### src/rtl/cunit_mc.sv
// cunit_mc: multicycle MIPS control unit.
// Moore FSM that steps each instruction through fetch, decode, execute,
// memory and writeback. It drives the datapath control lines, counts
// retired instructions and keeps a sticky illegal-opcode flag.
//
// Optional build macro: CUNIT_MEM_WAIT_EN adds the mem_rdy input.
//
// Memory handshake (only with CUNIT_MEM_WAIT_EN):
//   - The FSM presents a request (MRead or MWrite) in FETCH, MEM_RD or MEM_WR.
//   - The request stays stable until the memory answers with mem_rdy=1.
//   - The access completes on the first rising edge where mem_rdy=1.
//   - In FETCH, PCWrite and IRWrite are qualified by mem_rdy, so the PC and
//     the IR load exactly once per fetch.
//   - In MEM_WR, instr_done is qualified by mem_rdy.
//   - mem_rdy is ignored in every other state.
// Without the macro, memory answers in a single cycle (mem_rdy is treated as 1).
module cunit_mc #(
  parameter int OP_W  = 6,
  parameter int AOP_W = 3,
  parameter int CNT_W = 16
) (
  input  logic             clk,
  input  logic             rst_n,
`ifdef CUNIT_MEM_WAIT_EN
  input  logic             mem_rdy,
`endif
  input  logic [OP_W-1:0]  UIn,
  output logic             PCWrite,
  output logic             PCWriteCond,
  output logic             IorD,
  output logic             MRead,
  output logic             MWrite,
  output logic             IRWrite,
  output logic             MtoR,
  output logic             RegDs,
  output logic             Urw,
  output logic             ALUsrcA,
  output logic [1:0]       ALUsrcB,
  output logic [AOP_W-1:0] AOp,
  output logic [1:0]       PCSrc,
  output logic             instr_done,
  output logic             err_op,
  output logic [CNT_W-1:0] instr_cnt,
  output logic [3:0]       state
);

  // State encoding (also visible on the debug output 'state')
  localparam logic [3:0] S_IDLE     = 4'd0;
  localparam logic [3:0] S_FETCH    = 4'd1;
  localparam logic [3:0] S_DECODE   = 4'd2;
  localparam logic [3:0] S_MEM_ADDR = 4'd3;
  localparam logic [3:0] S_MEM_RD   = 4'd4;
  localparam logic [3:0] S_MEM_WB   = 4'd5;
  localparam logic [3:0] S_MEM_WR   = 4'd6;
  localparam logic [3:0] S_R_EXEC   = 4'd7;
  localparam logic [3:0] S_R_WB     = 4'd8;
  localparam logic [3:0] S_BRANCH   = 4'd9;
  localparam logic [3:0] S_JUMP     = 4'd10;
  localparam logic [3:0] S_I_EXEC   = 4'd11;
  localparam logic [3:0] S_I_WB     = 4'd12;

  // Opcodes recognised in DECODE
  localparam logic [OP_W-1:0] OP_RTYPE = OP_W'(6'b000000);
  localparam logic [OP_W-1:0] OP_LW    = OP_W'(6'b100011);
  localparam logic [OP_W-1:0] OP_SW    = OP_W'(6'b101011);
  localparam logic [OP_W-1:0] OP_BEQ   = OP_W'(6'b000100);
  localparam logic [OP_W-1:0] OP_J     = OP_W'(6'b000010);
  localparam logic [OP_W-1:0] OP_ADDI  = OP_W'(6'b001000);

  // ALU operation encodings
  localparam logic [AOP_W-1:0] AOP_ADD   = AOP_W'(0);
  localparam logic [AOP_W-1:0] AOP_SUB   = AOP_W'(1);
  localparam logic [AOP_W-1:0] AOP_FUNCT = AOP_W'(2);

  logic [3:0] state_nxt;
  logic       is_lw;
  logic       op_illegal;
  logic       rdy;

`ifdef CUNIT_MEM_WAIT_EN
  assign rdy = mem_rdy;
`else
  assign rdy = 1'b1;
`endif

  // Opcode outside the supported set; only meaningful while in DECODE
  always_comb begin
    op_illegal = 1'b1;
    case (UIn)
      OP_RTYPE, OP_LW, OP_SW, OP_BEQ, OP_J, OP_ADDI: op_illegal = 1'b0;
      default:                                       op_illegal = 1'b1;
    endcase
  end

  // Next-state selection
  always_comb begin
    state_nxt = S_IDLE;
    case (state)
      S_IDLE:   state_nxt = S_FETCH;
      S_FETCH:  state_nxt = rdy ? S_DECODE : S_FETCH;
      S_DECODE: begin
        case (UIn)
          OP_RTYPE:      state_nxt = S_R_EXEC;
          OP_LW, OP_SW:  state_nxt = S_MEM_ADDR;
          OP_BEQ:        state_nxt = S_BRANCH;
          OP_J:          state_nxt = S_JUMP;
          OP_ADDI:       state_nxt = S_I_EXEC;
          default:       state_nxt = S_FETCH;
        endcase
      end
      S_MEM_ADDR: state_nxt = is_lw ? S_MEM_RD : S_MEM_WR;
      S_MEM_RD:   state_nxt = rdy ? S_MEM_WB : S_MEM_RD;
      S_MEM_WB:   state_nxt = S_FETCH;
      S_MEM_WR:   state_nxt = rdy ? S_FETCH : S_MEM_WR;
      S_R_EXEC:   state_nxt = S_R_WB;
      S_R_WB:     state_nxt = S_FETCH;
      S_BRANCH:   state_nxt = S_FETCH;
      S_JUMP:     state_nxt = S_FETCH;
      S_I_EXEC:   state_nxt = S_I_WB;
      S_I_WB:     state_nxt = S_FETCH;
      default:    state_nxt = S_IDLE;
    endcase
  end

  // State register
  always_ff @(posedge clk or negedge rst_n) begin
    if (!rst_n) state <= S_IDLE;
    else        state <= state_nxt;
  end

  // Remember in DECODE whether a memory instruction is a load; UIn is free afterwards
  always_ff @(posedge clk or negedge rst_n) begin
    if (!rst_n)                 is_lw <= 1'b0;
    else if (state == S_DECODE) is_lw <= (UIn == OP_LW);
  end

  // Sticky illegal-opcode flag, set on the DECODE edge of a bad opcode
  always_ff @(posedge clk or negedge rst_n) begin
    if (!rst_n)                                err_op <= 1'b0;
    else if (state == S_DECODE && op_illegal)  err_op <= 1'b1;
  end

  // Retired-instruction counter, wraps silently
  always_ff @(posedge clk or negedge rst_n) begin
    if (!rst_n)          instr_cnt <= '0;
    else if (instr_done) instr_cnt <= instr_cnt + CNT_W'(1);
  end

  // Control outputs decoded from the state (mem_rdy only qualifies write strobes)
  always_comb begin
    PCWrite     = 1'b0;
    PCWriteCond = 1'b0;
    IorD        = 1'b0;
    MRead       = 1'b0;
    MWrite      = 1'b0;
    IRWrite     = 1'b0;
    MtoR        = 1'b0;
    RegDs       = 1'b0;
    Urw         = 1'b0;
    ALUsrcA     = 1'b0;
    ALUsrcB     = 2'd0;
    AOp         = AOP_ADD;
    PCSrc       = 2'd0;
    instr_done  = 1'b0;
    case (state)
      S_FETCH: begin
        MRead   = 1'b1;
        IRWrite = rdy;
        ALUsrcB = 2'd1;
        AOp     = AOP_ADD;
        PCWrite = rdy;
        PCSrc   = 2'd0;
      end
      S_DECODE: begin
        ALUsrcB = 2'd3;
        AOp     = AOP_ADD;
      end
      S_MEM_ADDR: begin
        ALUsrcA = 1'b1;
        ALUsrcB = 2'd2;
        AOp     = AOP_ADD;
      end
      S_MEM_RD: begin
        MRead = 1'b1;
        IorD  = 1'b1;
      end
      S_MEM_WB: begin
        Urw        = 1'b1;
        instr_done = 1'b1;
      end
      S_MEM_WR: begin
        MWrite     = 1'b1;
        IorD       = 1'b1;
        instr_done = rdy;
      end
      S_R_EXEC: begin
        ALUsrcA = 1'b1;
        ALUsrcB = 2'd0;
        AOp     = AOP_FUNCT;
      end
      S_R_WB: begin
        Urw        = 1'b1;
        MtoR       = 1'b1;
        RegDs      = 1'b1;
        instr_done = 1'b1;
      end
      S_BRANCH: begin
        ALUsrcA     = 1'b1;
        ALUsrcB     = 2'd0;
        AOp         = AOP_SUB;
        PCWriteCond = 1'b1;
        PCSrc       = 2'd1;
        instr_done  = 1'b1;
      end
      S_JUMP: begin
        PCWrite    = 1'b1;
        PCSrc      = 2'd2;
        instr_done = 1'b1;
      end
      S_I_EXEC: begin
        ALUsrcA = 1'b1;
        ALUsrcB = 2'd2;
        AOp     = AOP_ADD;
      end
      S_I_WB: begin
        Urw        = 1'b1;
        MtoR       = 1'b1;
        instr_done = 1'b1;
      end
      default: begin
        PCWrite = 1'b0;
      end
    endcase
  end

endmodule
### config.mk
export PLATFORM = sky130hd
export DESIGN_NAME = cunit_mc
export DESIGN_NICKNAME = d
export VERILOG_FILES = /design/src/rtl/cunit_mc.sv
export SDC_FILE = /design/constraint.sdc
export NUM_CORES = 1
export LEC_CHECK = 0
export CORE_MARGIN = 3
export CORE_UTILIZATION = 40
export DETAILED_ROUTE_END_ITERATION = 8
export HOLD_SLACK_MARGIN = 0.06
export PLACE_DENSITY = 0.75
export SETUP_SLACK_MARGIN = 0.3
export SYNTH_ARGS = -nofsm -noshare
export SYNTH_HDL_FRONTEND = slang
export SYNTH_SLANG_ARGS = --single-unit
### constraint.sdc
create_clock -name clk -period 2 [get_ports clk]
set_clock_uncertainty 0.1 [all_clocks]
set_input_delay 0.5 -clock clk [delete_from_list [all_inputs] [get_ports clk]]
set_output_delay 0.5 -clock clk [all_outputs]
set_load 0.01 [all_outputs]
==> impl_results.md, run 1 <==
- EDFF count, synth: 0
- Yosys warnings: 0
- Post-layout min period: 2.10 ns
- Clock root buffer: clkbuf_4
- Register area share after synthesis: 41.5%
- Slew Viols, Final: 0
- Core Util, Final: 79.0%
- Largest net degree at the start of global routing: 23
- Setup WS post-layout: -0.102 ns
- Syn_area_per_cell: 9.14 um^2
- Vias after detailed routing: 1,538
- Setup tns final: -0.519 ns
- Die area: 4040 um^2
- Tcrit/Tclk final: 105%
- 1st-iter DRT viols: 80
- Initial antenna violation count: 0
- TritonCTS clock tree: yes
- Synth cell types: 36
- First-pass GRT wire length: 6.80 mm
- Leakage: 1.16 nW
- DR vias/cell: 5.43
- Crit end category: output pin
- Vias in the first global route: 1,454
- Final wirelength: 4.63 mm
- RSZ-0062 raised after global routing: true
- Failing checks: negative setup slack
- Rows: 20
- All-Layer GR Usage: 21.2%
- Asr flop ratio synth: 100%
- Hold slack: 0.385 ns
- Max clock buf depth: 2
- Data required, critical path: 1.40 ns
- Peak Freq: 476 MHz
- Hold buffer count at CTS: 0
- Total CTS buffers: 3
- Area grow syn2layout: 85.1%
- CP Launch Type: flop
- Layout Nets: 249
- Syn_nets: 154
- DRC errors left: 0
- Layout Cells excl Fill: 283
- Final Hold Vio Count: 0
- Die X: 63.6 um
- GRT overflow: 0
- Initial Util: 42.7%
- Clk_lat worst skew: 0.31 ns
- DIE HEIGHT: 63.6 um
- Worst-path clk slew: 0.12 ns
- Clock sinks: 22
- Run status: complete, but fails checks
- IO Count: 47
- Min-Delay Path Class: flop to flop
- Core ar.: 3100 um^2
- Dominant synthesized flop cell: dfrtp_1
- Final setup viols: 13
- Routability Congestion: 0.851
- Share of cells above drive strength 1: 49.4%
- Placed Cells: 246
- Port bufs: 45
- Top-area cell type share of the netlist area: 41.5%
- Cell taking the most area after synthesis: dfrtp_1
- CP max FO: 4
- DR pass1 iterations: 4
- Max Cap Viol: 0
- Max H-tree Level: 1
- Maximum vdd drop: 0.819 mV
- Detailed placer's ending HPWL: 2.58 mm
- CP Class: flop to output pin
- # diodes: 0
- Mapped Cells: 145
- Post-DRT Antenna Nets: 0
- Avg WL per Cell: 16.4 um
- Mapped Area: 1330 um^2
- #FFs+latches synth: 22
- Synth area leaders: dfrtp_1 (42%), xnor2_1 (9.9%), nand3_1 (3.8%), nor2_1 (3.7%), nand4_1 (3.3%)
- Power density over the cells: 1260 nW/um^2
- Worst EP arrival: 1.50 ns
- Fillers: 187
[critical path, stage by stage (launching register included)]
cell     delay, ns
dfrtp_2       0.48
buf_6         0.14
o21a_1        0.17
o221a_4       0.28
buf_6         0.12
[metal layers]
metal	GRT usage, %	share of wire, %	routed length (um)
met2	38.3	54	2500
met3	4.46	5.0	233
met5	0	0	0
met4	7.55	2.3	108
met1	24.4	39	1790
[timing repair]
action,in CTS,in global routing
pin swaps,10,13
buffers inserted,23,9
cloned,0,1
gates resized for setup,133,38
setup endpoints to repair,49,29
[path summary, 6_finish.rpt]
check / startpoint / endpoint / slack (ns) / cells after the start
hold reg to reg: err_op / err_op / 0.38 / 1
min in group asynchronous: rst_n / instr_cnt[12] / 0.41 / 2
hold / removal: err_op / err_op / 0.38 / 1
setup reg to reg: state[1] / state[1] / 0.25 / 8
max in group asynchronous: rst_n / instr_cnt[4] / 1.15 / 2
setup / recovery: state[1] / instr_done / -0.10 / 4
[final cells by class]
class | instances | area, um^2 | area share [%]
clock buffer | 3 | 22.5 | 0.918
clock inverter | 1 | 30.0 | 1.22
inverter | 4 | 27.5 | 1.12
multi-input combinational | 107 | 855 | 34.8
sequential | 22 | 558 | 22.8
tap | 44 | 55.1 | 2.24
timing repair buffer | 102 | 905 | 36.9
[sequential cells by signal, summed over array words and instances (netlist names)]
signal,flops
is_lw,1
state,4
instr_cnt,16
err_op,1
[Yosys cell counts (3+ instances only)]
cell      instances
a21oi_1           8
and3_1            4
buf_2             5
buf_4             3
dfrtp_1          22
inv_1             4
nand2_1           9
nand2b_1          5
nand3_1          10
nand4_1           7
nor2_1           13
nor3_1            6
nor4_1            3
o21ai_0           3
xnor2_1          15
xor2_1            3
[stage by stage]
step	total power [W]	setup WS, ns	cell area, um^2
2_1_floorplan	0.00140	0.264	1380
3_3_place_gp	0.00205	-0.231	1970
3_5_place_dp	0.00209	-0.183	1970
4_1_cts	0.00262	-0.0894	2200
5_1_grt	0.00327	-0.204	2450
6_report	0.00309	-0.102	2450
[cells by family after synthesis]
logic type,Yosys count,synth area share (%)
other,1,0.283
flip-flops,22,41.5
multiplexers,2,1.70
AND/OR/NAND/NOR,61,23.3
adder cells (fa/ha/maj),1,0.944
XOR/XNOR,18,11.9
buffers and inverters,16,6.99
AO/OA/AOI/OAI,24,13.3
[power by group]
| group | total (W) | switching [W] | internal [W] |
|---|---|---|---|
| Sequential | 0.000609 | 0.0000711 | 0.000538 |
| Clock | 0.000342 | 0.000140 | 0.000203 |
| Combinational | 0.00214 | 0.00102 | 0.00113 |
| Total | 0.00309 | 0.00123 | 0.00187 |
[layout by cell type, fill, tap and decap left out, types with 2 or more instances in the layout]
cell	n
a21oi_1	3
a21oi_2	4
and3_1	3
buf_12	2
buf_2	11
buf_4	40
buf_6	23
clkbuf_4	3
clkdlybuf4s50_1	2
dfrtp_1	16
dfrtp_2	6
dlygate4sd2_1	22
inv_1	3
nand2_1	8
nand2b_4	4
nand3_1	9
nand4_1	7
nor2_1	7
nor2_2	2
nor2_4	4
nor3_1	3
nor3_2	3
nor4_1	2
o21a_1	2
or2_4	2
xnor2_1	15
xor2_1	3
No activity file was read; power rests on OpenSTA's default activity.
==> run 2: changes to the inputs <==
SLEW_MARGIN = 0   (was not set)
==> results of run 2 <==
Final layout, timing and power as in run 1 (identical DEF).
==> run 3: changes to the inputs <==
CORE_UTILIZATION = 30   (was 40)
PLACE_DENSITY = 0.59   (was 0.75)
==> run 3 against run 2 <==
  * Global-route usage fell by 4.5 points
  * First-iteration DRC count rose by 2.5%
  * Core utilization fell by 19 points
  * The flow still finishes with violations (negative setup slack)
  * Count of clock-buffer cells in the layout rose by 1
  * Largest cell class unchanged
  * Total power fell by 0.80%
  * Clock power fell by 7.3%
  * Worst hold slack got worse by 0.016 ns
  * Via count fell by 4.0%
==> impl_results.md, run 3 (synthesis gave the netlist of run 1 again) <==
- Die area: 5250 um^2 (+30%)
- Run status: complete, but fails checks
- Share of cells above drive strength 1: 50.6% (+1.3 points)
- Placement Setup Slack: -0.208 ns (-0.0247 ns)
- Most frequent cells in the layout: buf_4 (33), buf_6 (30), dlygate4sd2_1 (20), dfrtp_1 (17), buf_2 (15)
- Most frequent CP cell: buf_6
- CP top delay family: compound AO/OA/AOI/OAI gates
- DR WL met2: 2.45 mm (-2.0%)
- Area after DPL: 2020 um^2 (+2.7%)
- M1 WL: 1.91 mm (+6.6%)
- Failing checks: negative setup slack
- Post-DRT Antenna Nets: 0 (unchanged)
- Min-Delay Path Class: flop to flop
- Final Hold Vio Count: 0 (unchanged)
- Detailed placer's ending HPWL: 2.81 mm (+9.2%)
- Total CTS buffers: 3 (unchanged)
- Post-layout min period: 2.04 ns (-0.0579 ns)
- IO Count: 47 (unchanged)
- Comb power frac: 69.0% (-0.2 points)
- Largest registers: instr_cnt (16), state (4)
- Port bufs: 45 (unchanged)
- Worst EP arrival: 1.44 ns (-0.06 ns)
- Setup WS post-layout: -0.0443 ns (+0.0579 ns)
- Vias after detailed routing: 1,476 (-4.0%)
- Final setup viols: 2 (-11)
- Tcrit/Tclk final: 102% (-2.9 points)
- Avg WL per Cell: 15.7 um (-4.1%)
- 1st-iter DRT viols: 82 (+2.5%)
- CP max FO: 4 (unchanged)
- CP peak stage delay: 0.45 ns (-0.03 ns)
- TritonCTS clock tree: yes
- Largest net degree at the start of global routing: 23 (unchanged)
- Setup tns final: -0.0882 ns (+0.431 ns)
- Data required, critical path: 1.40 ns (about the same)
- Worst-path clk slew: 0.08 ns (-0.04 ns)
- Layout Nets: 251 (+0.80%)
- Maximum vdd drop: 0.657 mV (-20%)
- Initial Util: 32.0% (-11 points)
- CP bufs+invs: 2 (unchanged)
- Max Cap Viol: 0 (unchanged)
- DR pass1 iterations: 4 (unchanged)
- Slew Viols, Final: 0 (unchanged)
- Critical-path top delay cell: dfrtp_2
- Final instance area: 2470 um^2 (+0.87%)
- Max clock buf depth: 2 (unchanged)
- Clk_lat worst skew: 0.26 ns (-0.05 ns)
- Pint: 0.00184 W (-1.6%)
- Hold slack: 0.369 ns (-0.0159 ns)
- Crit path cell chain: buf_6 -> o21a_1 -> o221a_4 -> buf_6
- Fillers: 358 (+91%)
- Area grow syn2layout: 86.7%
- All-Layer GR Usage: 16.7% (-4.5 points)
- Power density over the cells: 1240 nW/um^2 (-1.7%)
- RSZ-0062 raised after global routing: true
- Core ar.: 4140 um^2 (+34%)
- Final wirelength: 4.57 mm (-1.3%)
- DR vias/cell: 5.07 (-6.7%)
- DIE HEIGHT: 72.5 um (+14%)
- Leakage: 1.17 nW (+1.3%)
- Vias in the first global route: 1,526 (+5.0%)
- Net Sw Frac: 40.2% (+0.52 points)
- GRT overflow: 0 (unchanged)
- Initial antenna violation count: 0 (unchanged)
- Most common cell after layout, fill and taps aside: buf_4
- Crit end category: output pin
- First-pass GRT wire length: 7.07 mm (+3.9%)
- Clock sinks: 22 (unchanged)
- Rows: 23 (+15%)
- Core Util, Final: 59.7% (-19 points)
- Peak Freq: 489 MHz (+2.8%)
- Max FFs per register: 16 (unchanged)
- Max layer used: met4
- CP Class: flop to output pin
- Die X: 72.5 um (+14%)
- Psw: 0.00123 W (+0.49%)
- Routability Congestion: 0.753 (-12%)
- Max H-tree Level: 1 (unchanged)
- DR WL met3: 180 um (-23%)
- Reg power frac: 20.7% (+1.0 points)
- Clock root buffer: clkbuf_8
- # diodes: 0 (unchanged)
- CP Launch Type: flop
- DRC errors left: 0 (unchanged)
- Most flop-heavy register: instr_cnt
- Clk pwr share: 10.3% (-0.8 points)
-- run 3: cell types whose count changed in the layout (fill, tap and decap cells not counted), moves of 2 or more --
| cell | before | now |
|---|---|---|
| buf_2 | 11 | 15 |
| buf_4 | 40 | 33 |
| buf_6 | 23 | 30 |
| clkbuf_2 | 0 | 2 |
| clkbuf_4 | 3 | 0 |
| clkbuf_8 | 0 | 4 |
| dlygate4sd2_1 | 22 | 20 |
| nor3_1 | 3 | 5 |
| nor3_2 | 3 | 0 |
-- run 3: what timing repair did --
item                       CTS  global route
hold buffers                 0             0
pin swaps                   11            12
setup endpoints to repair   45            34
buffers inserted            22             7
gates resized for setup    150            31
-- run 3: layout make-up --
cell class	count	area (um^2)	area share [%]
clock buffers	4	55.1	2.23
inverters	4	20.0	0.809
flip-flops and latches	22	557	22.5
well taps	50	62.6	2.53
repair buffers	104	908	36.7
multi-input cells	107	871	35.2
-- run 3: worst reg2reg max path, delay by kind of cell, from the launching register on --
kind / cells / cell delay [ns]
and+or+nand+nor: 2 / 0.42
buffers and inverters: 3 / 0.37
muxes: 1 / 0.31
DFF: 1 / 0.45
-- run 3: stage by stage --
step / std cells / power, W
5_1_grt: 291 / 0.00322
3_5_place_dp: 258 / 0.00212
2_1_floorplan: 145 / 0.00140
4_1_cts: 284 / 0.00277
6_report: 291 / 0.00307
3_3_place_gp: 258 / 0.00208
-- run 3: power by group through the flow --
stage	clock network (W)	registers, W	logic (W)
floorplan	0	0.000674	0.000724
global placement	0	0.000660	0.00142
detailed placement	0	0.000665	0.00145
CTS	0.000322	0.000620	0.00183
global route	0.000344	0.000642	0.00224
finish	0.000317	0.000634	0.00212
-- run 3: path summary, 6_finish.rpt --
check,startpoint,cells after the start,slack (ns),endpoint
min in group asynchronous,rst_n,2,0.48,instr_cnt[13]
worst min-delay path,err_op,1,0.37,err_op
worst max register to register,state[2],6,0.24,is_lw
max in group asynchronous,rst_n,2,1.08,instr_cnt[2]
worst max-delay path,state[0],4,-0.04,instr_done
worst min register to register,err_op,1,0.37,err_op
-- run 3: layer usage --
metal	global-route usage (%)	vias to the layer above
met2	31.0	41
met3	2.91	4
met4	3.69	0
li1	-	699
met1	19.8	732
met5	0	-
==> variant (config.mk and constraints of run 3) <==
Put one more register stage on the output `instr_cnt`. The value now appears one clock later. The other outputs are not delayed to match.
--- a/src/rtl/cunit_mc.sv
+++ b/src/rtl/cunit_mc.sv
@@ -74,2 +74,4 @@
 
+  logic [CNT_W-1:0] instr_cnt_s0;
+
   logic [3:0] state_nxt;
@@ -144,4 +146,4 @@
   always_ff @(posedge clk or negedge rst_n) begin
-    if (!rst_n)          instr_cnt <= '0;
-    else if (instr_done) instr_cnt <= instr_cnt + CNT_W'(1);
+    if (!rst_n)          instr_cnt_s0 <= '0;
+    else if (instr_done) instr_cnt_s0 <= instr_cnt_s0 + CNT_W'(1);
   end
@@ -235,2 +237,6 @@
 
+  always_ff @(posedge clk) begin
+    instr_cnt <= instr_cnt_s0;
+  end
+
 endmodule
Function: changed (a bounded check fails within 10 cycles, from zero or initial values and one cycle with rst_n low).
==> variant against run 3 <==
  * Sequential share of layout area increased by 8.7 points
  * Final area increased by 13%
  * Area after synthesis increased by 27%
  * Sequential cell count increased by 16
  * Total power increased by 14%
  * Non-clock buffer count decreased by 13
  * Sequential power increased by 66%
  * Synthesized cell count increased by 10%
  * Setup slack improved by 71 ps
  * Clock power increased by 98%
  * Utilization decreased by 6.5 points
  * Wire length decreased by 8.7%
==> variant: results (changes against run 3) <==
| Metric | Value |
|---|---|
| Status | finished clean (was finished with violations) |
| Initial DRC Count | 89 (was 82) |
| Cell variety after synth | 43 (was 36) |
| Clock Latency Late Sink | 290 ps (was 260 ps) |
| Post-synthesis async set-or-reset flop share | 57.9% (was 100%) |
| Setup crit end | ALUsrcB[0] (was instr_done) |
| Inverters | 3 (was 4) |
| Area of the multi-input gates | 931 um^2 (was 871 um^2) |
| Vias per inst | 4.64 (was 5.07) |
| Largest cells by area after synthesis | dfrtp_1 33%, dfxtp_1 19%, xor2_1 5.2% (was dfrtp_1 42%, xnor2_1 9.9%, nand3_1 3.8%) |
| Crit path arrival time | 1370 ps (was 1440 ps) |
| Tmin final | 1970 ps (was 2040 ps) |
| GRT met1 Usage | 17.5% (was 19.8%) |
| Multi-In Gates | 108 (was 107) |
| Ratio of cells with drive above 1 in the final layout | 46.0% (was 50.6%) |
| Final RePlAce weighted congestion | 0.743 (was 0.753) |
| Total CTS buffers | 5 (was 3) |
| Clk tree area frac | 3.79% (was 2.23%) |
| Num sequential | 38 (was 22) |
| Leakage | 1.43 nW (was 1.17 nW) |
| GRT Resource Usage Total | 13.6% (was 16.7%) |
| M1 wire length | 1.81 mm (was 1.91 mm) |
| Crit path max-delay family | flip-flops (was compound AO/OA/AOI/OAI gates) |
| H-tree levels | 2 (was 1) |
| Met2 GRT Util | 22.9% (was 31.0%) |
| VDD IR-drop max | 0.000520 V (was 0.000657 V) |
| Clock buffers | 7 (was 4) |
| Synth cell count leaders | 22 x dfrtp_1, 16 x dfxtp_1, 12 x nor2_1 (was 22 x dfrtp_1, 15 x xnor2_1, 13 x nor2_1) |
| Filler Cells Inserted | 462 (was 358) |
| Setup crit start | state[2] (was state[0]) |
| Mapped Nets | 169 (was 154) |
| Fraction of area in registers | 31.2% (was 22.5%) |
## variant: cell types whose count changed after synthesis, sizes merged, moves of 2 or more
| cell | run 3 | this run |
|---|---|---|
| buf | 10 | 8 |
| o21ai | 3 | 5 |
| xnor2 | 15 | 7 |
| nor3 | 6 | 9 |
| nand3 | 10 | 7 |
| dfxtp | 0 | 16 |
| xor2 | 3 | 10 |
| a21oi | 8 | 5 |
| nor4 | 3 | 7 |
## variant: how the worst min path moves through the flow
stage | start | to | slack [ps] | cells past startpoint
floorplan | rst_n | err_op | 100 | 0
global placement | instr_cnt_s0[15] | instr_cnt[15] | 280 | 0
detailed placement | instr_cnt_s0[15] | instr_cnt[15] | 280 | 0
CTS | instr_cnt_s0[15] | instr_cnt[15] | 300 | 0
global route | instr_cnt_s0[15] | instr_cnt[15] | 300 | 0
finish | instr_cnt_s0[15] | instr_cnt[15] | 300 | 0
## variant: timing repair
action	4_1_cts	5_1_grt
pin swaps	11	16
setup endpoints to repair	42	35
gates resized for setup	147	26
hold buffers	0	0
setup buffers	18	4
## variant: through the flow
stage	hold WS, ps	power (W)	instances	area (um^2)	util, %
after floorplan	104	0.00183	160	1740	-
after global placement	277	0.00245	288	2360	44.8
after detailed placement	284	0.00245	288	2360	44.8
after CTS	300	0.00334	314	2680	50.8
after global routing	303	0.00372	318	2810	53.2
final	300	0.00350	318	2810	53.2
## variant: where the power goes
group	total, W	internal, W	leakage, nW	switching [W]
registers	0.00105	0.000901	0.415	0.000151
logic	0.00182	0.000971	0.964	0.000852
clock network	0.000627	0.000373	0.0524	0.000254
## variant: cell families after synthesis
logic type                 share of synthesized area (%)
muxes                                               1.27
AOI/OAI and AO/OA                                   9.24
other                                              0.223
DFF                                                 51.9
xor gates and xnor gates                            8.87
and+or+nand+nor                                     22.6
adders and majority gates                          0.745
buffers and inverters                               5.22
